## src/rtl/mem_copy_master.sv

```systemverilog
// -----------------------------------------------------------------------------
// mem_copy_master
//   Bus initiator that copies len_i 32-bit words from src_addr_i to dst_addr_i,
//   one read followed by one write per word, with a single transaction in
//   flight at a time on a req/rsp valid-ready bus.
//
//   Optional build macro: MEM_COPY_ABORT_EN adds abort_i / aborted_o.
//
// Ports
//   clk, rst_n            clock, asynchronous active-low reset
//   start_i               launch pulse, accepted only in IDLE
//   src_addr_i/dst_addr_i byte addresses (bits [1:0] ignored), len_i words
//   busy_o, done_o        status: busy while copying, one-cycle done pulse
//   addr_o/data_o/sel_o/we_o/req_valid_o/req_ready_i   request channel
//   data_i/rsp_valid_i/rsp_ready_o                     response channel
//   abort_i, aborted_o    (MEM_COPY_ABORT_EN only) early stop and its status
// -----------------------------------------------------------------------------
module mem_copy_master #(
  parameter int LEN_W = 16
) (
  input  logic             clk,
  input  logic             rst_n,
  input  logic             start_i,
  input  logic [31:0]      src_addr_i,
  input  logic [31:0]      dst_addr_i,
  input  logic [LEN_W-1:0] len_i,
  output logic             busy_o,
  output logic             done_o,
  output logic [31:0]      addr_o,
  output logic [31:0]      data_o,
  output logic [3:0]       sel_o,
  output logic             we_o,
  input  logic [31:0]      data_i,
  output logic             req_valid_o,
  input  logic             req_ready_i,
  input  logic             rsp_valid_i,
  output logic             rsp_ready_o
`ifdef MEM_COPY_ABORT_EN
  ,
  input  logic             abort_i,
  output logic             aborted_o
`endif
);

  typedef enum logic [2:0] {IDLE, RD_REQ, RD_RSP, WR_REQ, WR_RSP, DONE} state_t;

  state_t           state_q, state_d;
  logic [31:0]      src_q, src_d, dst_q, dst_d, data_q, data_d, addr_q, addr_d;
  logic [LEN_W-1:0] rem_q, rem_d;
  logic             busy_q, busy_d, done_q, done_d, we_q, we_d;
  logic             req_valid_q, req_valid_d, rsp_ready_q, rsp_ready_d;
`ifdef MEM_COPY_ABORT_EN
  logic             abort_pend_q, abort_pend_d, aborted_q, aborted_d;
`endif

  always_comb begin
    state_d = state_q;
    src_d   = src_q;
    dst_d   = dst_q;
    rem_d   = rem_q;
    data_d  = data_q;
`ifdef MEM_COPY_ABORT_EN
    abort_pend_d = abort_pend_q;
    aborted_d    = aborted_q;
`endif
    case (state_q)
      IDLE: begin
        if (start_i) begin
          src_d = {src_addr_i[31:2], 2'b00};
          dst_d = {dst_addr_i[31:2], 2'b00};
          rem_d = len_i;
          state_d = (len_i == '0) ? DONE : RD_REQ;
`ifdef MEM_COPY_ABORT_EN
          abort_pend_d = 1'b0;
          aborted_d    = 1'b0;
`endif
        end
      end
      RD_REQ, WR_REQ: begin
        if (req_ready_i) begin
          state_d = (state_q == RD_REQ) ? RD_RSP : WR_RSP;
`ifdef MEM_COPY_ABORT_EN
          // Request already accepted: its response must still be collected.
          if (abort_i) abort_pend_d = 1'b1;
`endif
        end
`ifdef MEM_COPY_ABORT_EN
        else if (abort_i) begin
          state_d   = DONE;
          aborted_d = 1'b1;
        end
`endif
      end
      RD_RSP: begin
`ifdef MEM_COPY_ABORT_EN
        if (abort_i) abort_pend_d = 1'b1;
`endif
        if (rsp_valid_i) begin
          data_d  = data_i;
          state_d = WR_REQ;
`ifdef MEM_COPY_ABORT_EN
          // Aborted read: the fetched word is never written.
          if (abort_i || abort_pend_q) begin
            state_d   = DONE;
            aborted_d = 1'b1;
          end
`endif
        end
      end
      WR_RSP: begin
`ifdef MEM_COPY_ABORT_EN
        if (abort_i) abort_pend_d = 1'b1;
`endif
        if (rsp_valid_i) begin
          src_d   = src_q + 32'd4;
          dst_d   = dst_q + 32'd4;
          rem_d   = rem_q - LEN_W'(1);
          state_d = (rem_q == LEN_W'(1)) ? DONE : RD_REQ;
`ifdef MEM_COPY_ABORT_EN
          if (abort_i || abort_pend_q) begin
            state_d   = DONE;
            aborted_d = 1'b1;
          end
`endif
        end
      end
      DONE:    state_d = IDLE;
      default: state_d = IDLE;
    endcase
  end

  // Bus outputs are registered from the next state so they line up with the
  // state they belong to; the address is rebuilt from the next src/dst.
  always_comb begin
    req_valid_d = (state_d == RD_REQ) || (state_d == WR_REQ);
    rsp_ready_d = (state_d == RD_RSP) || (state_d == WR_RSP);
    we_d        = (state_d == WR_REQ);
    busy_d      = (state_d != IDLE);
    // done trails the DONE state by one cycle, coinciding with busy falling.
    done_d      = (state_q == DONE);
    addr_d      = addr_q;
    if (state_d == RD_REQ)      addr_d = src_d;
    else if (state_d == WR_REQ) addr_d = dst_d;
  end

  always_ff @(posedge clk or negedge rst_n) begin
    if (!rst_n) begin
      state_q     <= IDLE;
      src_q       <= '0;
      dst_q       <= '0;
      rem_q       <= '0;
      data_q      <= '0;
      addr_q      <= '0;
      we_q        <= 1'b0;
      busy_q      <= 1'b0;
      done_q      <= 1'b0;
      req_valid_q <= 1'b0;
      rsp_ready_q <= 1'b0;
`ifdef MEM_COPY_ABORT_EN
      abort_pend_q <= 1'b0;
      aborted_q    <= 1'b0;
`endif
    end else begin
      state_q     <= state_d;
      src_q       <= src_d;
      dst_q       <= dst_d;
      rem_q       <= rem_d;
      data_q      <= data_d;
      addr_q      <= addr_d;
      we_q        <= we_d;
      busy_q      <= busy_d;
      done_q      <= done_d;
      req_valid_q <= req_valid_d;
      rsp_ready_q <= rsp_ready_d;
`ifdef MEM_COPY_ABORT_EN
      abort_pend_q <= abort_pend_d;
      aborted_q    <= aborted_d;
`endif
    end
  end

  assign busy_o      = busy_q;
  assign done_o      = done_q;
  assign addr_o      = addr_q;
  assign data_o      = data_q;
  assign sel_o       = 4'hF;
  assign we_o        = we_q;
  assign req_valid_o = req_valid_q;
  assign rsp_ready_o = rsp_ready_q;
`ifdef MEM_COPY_ABORT_EN
  assign aborted_o   = aborted_q;
`endif

endmodule

```

## config.mk

```make
export PLATFORM = sky130hd
export DESIGN_NAME = mem_copy_master
export DESIGN_NICKNAME = d
export VERILOG_FILES = /design/src/rtl/mem_copy_master.sv
export SDC_FILE = /design/constraint.sdc
export NUM_CORES = 1
export LEC_CHECK = 0
export ABC_AREA = 1
export CELL_PAD_IN_SITES_DETAIL_PLACEMENT = 1
export CELL_PAD_IN_SITES_GLOBAL_PLACEMENT = 2
export CORE_UTILIZATION = 33
export DETAILED_ROUTE_END_ITERATION = 6
export DONT_BUFFER_PORTS = 1
export GPL_TIMING_DRIVEN = 0
export PLACE_DENSITY = 0.77
export SLEW_MARGIN = 10
export SYNTH_ARGS = -nofsm -noshare
export SYNTH_HDL_FRONTEND = slang
export SYNTH_SLANG_ARGS = --single-unit
```

## constraint.sdc

```tcl
create_clock -name clk -period 1.9 [get_ports clk]
set_clock_uncertainty 0.2 [all_clocks]
set_input_delay 0.38 -clock clk [delete_from_list [all_inputs] [get_ports clk]]
set_output_delay 0.38 -clock clk [all_outputs]
set_load 0.05 [all_outputs]
```

# Word level (Yosys, flattened, before mapping)
# Index checks and enable logic that the tools add are counted.
# op_classes
n_addsub	3
n_eq_ne	12
muxes	19
reduce_logical	10
# ops
op	count
$mux W32	6
$pmux W32 S2	2
$add A32 B3 Y32 const B	2
$mux W16	2
$pmux W16 S2	1
$mux W3	7
$eq A16 B1 Y1 const B	1
$logic_not A16 Y1	1
$sub A16 B1 Y16 const B	1
$eq A3 B2 Y1 const B	4
$pmux W3 S4	1
$eq A3 B3 Y1 const B	3
$eq A3 B1 Y1 const B	2
$ne A2 B2 Y1 const B	2
$reduce_bool A2 Y1	2
$logic_not A3 Y1	1
$reduce_and A3 Y1	1
$reduce_bool A3 Y1	1
$logic_or A1 B1 Y1	2
$reduce_and A2 Y1	1
$reduce_or A2 Y1	1
# word_totals
reg_bits	152
input_bits	117
output_inout_bits	73

# Logic depth before layout (Yosys ltp)
# depth
ltp_word	7
ltp_mapped	12
ltp_nobuf	12

# Worst setup path after synthesis
# No wires, ideal clock.
# synth_path
path_kind	register to register
start	register dst_q[2]
end	register addr_q[18], in the netlist addr_o[18]
setup_time_ns	0.125
t_arrival_ns	1.465
t_required_ns	1.575
path_slack_ns	0.110
path_stages_with_launch	13
path_buffers	0
period_less_slack_ns	1.790
cell_sequence	dfrtp_1 ha_1 nand2_1 nor2_1 inv_1 nor2_1 nand2_1 nand2_1 nand2_1 nand2_1 nand2_1 nand2_1 nand3_1
# synth_via
elab_chain_len	5
# synth_lines
item	line_no	text
from (decl)	48	logic [31:0] src_q, src_d, dst_q, dst_d, data_q, data_d, addr_q, addr_d;
from (signal assigned)	166	dst_q <= dst_d;
$add A32 B3 Y32	116	dst_d = dst_q + 32'd4;
$mux W32	114	if (rsp_valid_i) begin
$pmux W32 S2	66	case (state_q)
net dst_d[18]	48	
$mux W32	143	else if (state_d == WR_REQ) addr_d = dst_d;
$mux W32	142	if (state_d == RD_REQ) addr_d = src_d;
to (signal assigned)	169	addr_q <= addr_d;
to (decl)	48	
# The timed path passes the listed nets, and every way through them passes these cells. The select of a mux whose other input is x is not followed.
# A chain may end at the register's enable or synchronous reset.

# Final worst setup path
# layout_path
start	register state_q[1]
end	register addr_q[17], in the netlist addr_o[17]
# layout_rtl
item	line_no	text
from (decl)	47	state_t state_q, state_d;
from (signal assigned)	164	state_q <= state_d;
$eq A3 B3 Y1 / $logic_not A3 Y1 (equally long branches)	66	
$pmux W32 S2 *	66	
net src_d[17]	48	
$mux W32 *	142	
# The timed path passes the listed nets; every way through them passes the cells marked *. The select of a mux whose other input is x is not followed.

==> summary.txt <==
Clock tree
  • Largest buffer count on any clock path: 2
  • TritonCTS clock tree: yes
  • Clock slew seen by the registers of the worst setup and hold paths: around 0.070 ns
  • Number of CTS-inserted buffers: 17
  • Level count of the clock H-tree: 4
  • Clock root buffer: sky130_fd_sc_hd__clkbuf_16
  • Skew-Pair Late Insertion Delay: ~0.44 ns
  • Sinks on Clock Net: ~150

Cells and area
  • Number of nets in the layout: roughly 1400
  • Area of the multi-input gates: approximately 4500 µm²
  • Synthesis-to-layout area growth: 40.9%
  • FF/Latch Area: between 3000 and 4000 µm²
  • Share of post-route cells with drive strength above 1: 25.8%
  • Fillers: 2918

Synthesis
  • Mapped Avg Cell Area: approximately 7.7 µm²
  • Yosys Warn Count: 0
  • Most common flop cell mapped by yosys: sky130_fd_sc_hd__dfrtp_1
  • Number of enable-type register cells in the synthesized netlist: 0
  • Count of distinct cell types in the synthesized netlist: 35
  • Fraction of the yosys area taken by sequential cells: between 40% and 50%
  • Largest cells by area after synthesis: sky130_fd_sc_hd__dfrtp_1, sky130_fd_sc_hd__nand2_1, sky130_fd_sc_hd__nand3_1, sky130_fd_sc_hd__nor2_1, sky130_fd_sc_hd__mux2_2
  • Most frequent cells after synthesis: sky130_fd_sc_hd__nand2_1, sky130_fd_sc_hd__dfrtp_1, sky130_fd_sc_hd__nand3_1
  • Cell area after synthesis: between 8000 and 9000 µm²
  • Cell with the most instances after synthesis: sky130_fd_sc_hd__nand2_1
  • Total of flip-flops plus latches after synthesis: about 150
  • Post-synthesis async set-or-reset flop share: 100%
  • Synth top area share: approximately 46%
  • Cells after synthesis: around 1100
  • Cell taking the most area after synthesis: sky130_fd_sc_hd__dfrtp_1

Setup path
  • Req. time, crit path: roughly 2.1 ns
  • Launching element type of the critical path: register
  • Arrival time of the worst setup path: around 2.2 ns
  • Critical Setup Path Class: reg2reg
  • Crit end category: register
  • Maximum fanout encountered on the critical timing path: 10

Route
  • Total vias in the final route: between 8000 and 9000
  • Drt via density: approximately 5.2
  • Average wire length per cell after detail routing: roughly 21 µm
  • Length of routed met2 wiring: around 16000 µm
  • DRT antenna net count: 0
  • Remaining routing DRC violations: 0
  • Overall routed net length: around 34000 µm
  • DR iter-0 viols: ~460
  • Highest layer used for signal routing: met5
  • Number of iterations in the first detailed-routing pass: 5
  • Routed met1 length: 15200 µm
  • Routed wire length on met3: ~1800 µm

Floorplan
  • Die height: ~160 µm
  • Die boundary width: 161 µm
  • Number of top-level design ports: 190
  • Initial core utilization: about a third
  • Row Count: 57
  • Die footprint: 26000 µm²
  • Area inside the core boundary: approximately 25000 µm²

Timing
  • Final critical-path required period: slightly above 2 ns
  • Maximum achievable frequency: 0.496 GHz
  • Hold violation total from the final report: roughly 150
  • Total negative setup slack: -2.90 ns
  • Worst Setup Slack, final: -0.116 ns
  • Number of max-slew violations in the final report: 0
  • Least-Margin Pin Slew: between 0.5 and 0.6 ns
  • Final Hold Slack: -0.572 ns
  • RSZ-0062 raised after global routing: yes
  • Total setup violations reported at the end of the flow: 40
  • Worst rel slew slack: 60.2%
  • Tcrit/Tclk final: 106%

Global routing
  • Vias in the first global route: a little under 9000
  • Global-route total usage across every layer: between 20% and 30%
  • Maximum number of pins on one net before global-route repair: about 150
  • Wire length of the first global-routing pass: 52000 µm
  • Antenna violations before repair: 2
  • Leftover overflow at the end of global routing: 0

Pwr
  • Static Leakage: around 5.3 nW
  • Maximum ir drop on the vdd rail: a little under 0.0009 V
  • Cell Pwr Density: between 1500 and 2000 nW/µm²

Job
  • Max-capacitance violation count: 0

Status
  • Result of the run: finished, violations left
  • Violations in the final reports: hold timing, setup timing

Hold path
  • Type of the tightest min-delay check: in2async

Place
  • Detailed placer's ending HPWL: ~23000 µm
  • Count of buffers inserted at the top-level ports: 0
  • Global placer's final weighted congestion: approximately 0.88
==> metrics by stage <==
stage	cell area [µm²]	total power [mW]	util, %	setup WS, ns	cells
detailed placement	8770	14.4	35.7	-0.540	1409
global route	11800	21.9	47.9	-0.200	1605
finish	11800	20.8	47.9	-0.116	1605
global placement	8770	14.2	35.7	-0.538	1409
floorplan	8370	12.2	-	0.110	1085
CTS	11200	20.0	45.6	-0.151	1575
==> per-layer routing <==
layer  global-route usage [%]  up-vias
met2                     43.5      218
met5                        0        -
met1                     35.0     4185
met3                     5.78       38
met4                     8.23        2
li1                         -     3919
==> report_power, final <==
part / internal, mW / switching [mW] / total (mW)
sequential: 4.69 / 3.90 / 8.59
clock: 2.13 / 1.64 / 3.77
combinational: 3.69 / 4.75 / 8.44
total: 10.5 / 10.3 / 20.8
==> cells by family after synthesis <==
| logic type | synth area share (%) |
|---|---|
| mux | 4.31 |
| buf+inv | 6.59 |
| other cells | 0.0449 |
| simple gates | 32.5 |
| flops | 45.5 |
| compound gates | 8.79 |
| xor+xnor | 1.68 |
| fa+ha+maj | 0.599 |
==> critical path: stages, from the launching register on <==
cell	delay (ns)
sky130_fd_sc_hd__dfrtp_2	0.42
sky130_fd_sc_hd__nor2_4	0.22
sky130_fd_sc_hd__nand2_2	0.10
sky130_fd_sc_hd__nor2_4	0.16
sky130_fd_sc_hd__buf_12	0.15
sky130_fd_sc_hd__buf_6	0.19
sky130_fd_sc_hd__a22oi_1	0.12
sky130_fd_sc_hd__o21ai_1	0.19
sky130_fd_sc_hd__nand2_2	0.12
sky130_fd_sc_hd__nand3_1	0.08
==> area by class of cell <==
| cell class | instances | share of cell area, % |
|---|---|---|
| antenna | 1 | 0.0212 |
| buffer | 40 | 3.59 |
| clock buffer | 17 | 3.61 |
| clock inverter | 15 | 1.71 |
| inverter | 89 | 2.94 |
| multi-input combinational | 803 | 38.5 |
| sequential | 152 | 32.4 |
| tap | 324 | 3.44 |
| timing repair buffer | 164 | 13.7 |
==> cell usage in the layout, fill, tap and decap left out, drive strengths merged, types with 2 or more instances in the layout <==
cell type,instances
bufinv,3
clkinv,2
xor2,11
nand3,111
nor2,115
xnor2,5
a31oi,3
nand3b,5
o21bai,4
o211ai,17
inv,99
ha,4
nor3,7
clkbuf,24
o21ai,28
a22oi,47
mux2,32
or2,3
dlygate4sd3,99
o22ai,2
conb,4
dfrtp,152
a21oi,9
nand4,18
buf,98
nand2,375
==> what timing repair did <==
| item | CTS | global route |
|---|---|---|
| endpoints found under the setup margin | 106 | 133 |
| resized for setup | 148 | 110 |
| cloned | 5 | 0 |
| pin swaps | 25 | 26 |
| hold buffers | 98 | 1 |
| buffers inserted | 32 | 29 |
| hold endpoints to repair | 250 | 153 |
==> path summary, 6_finish.rpt <==
path / end / cells past startpoint / slack, ns / start
worst max register to register: addr_o[17] / 9 / -0.12 / state_q[1]
worst min register to register: dst_q[1] / 2 / 0.27 / dst_q[1]
worst min-delay path: data_o[31] / 0 / -0.57 / rst_n
worst max-delay path: addr_o[17] / 9 / -0.12 / state_q[1]
max in group asynchronous: dst_q[17] / 0 / 1.74 / rst_n
min in group clk: rem_q[13] / 4 / 0 / len_i[13]
==> registers in the layout, indices dropped and copies added, names as in the netlist <==
| name | cells |
|---|---|
| addr_o | 32 |
| busy_o | 1 |
| data_o | 32 |
| done_o | 1 |
| dst_q | 32 |
| rem_q | 16 |
| req_valid_o | 1 |
| rsp_ready_o | 1 |
| src_q | 32 |
| state_q | 3 |
| we_o | 1 |
Power figures use the tool's default switching activity.
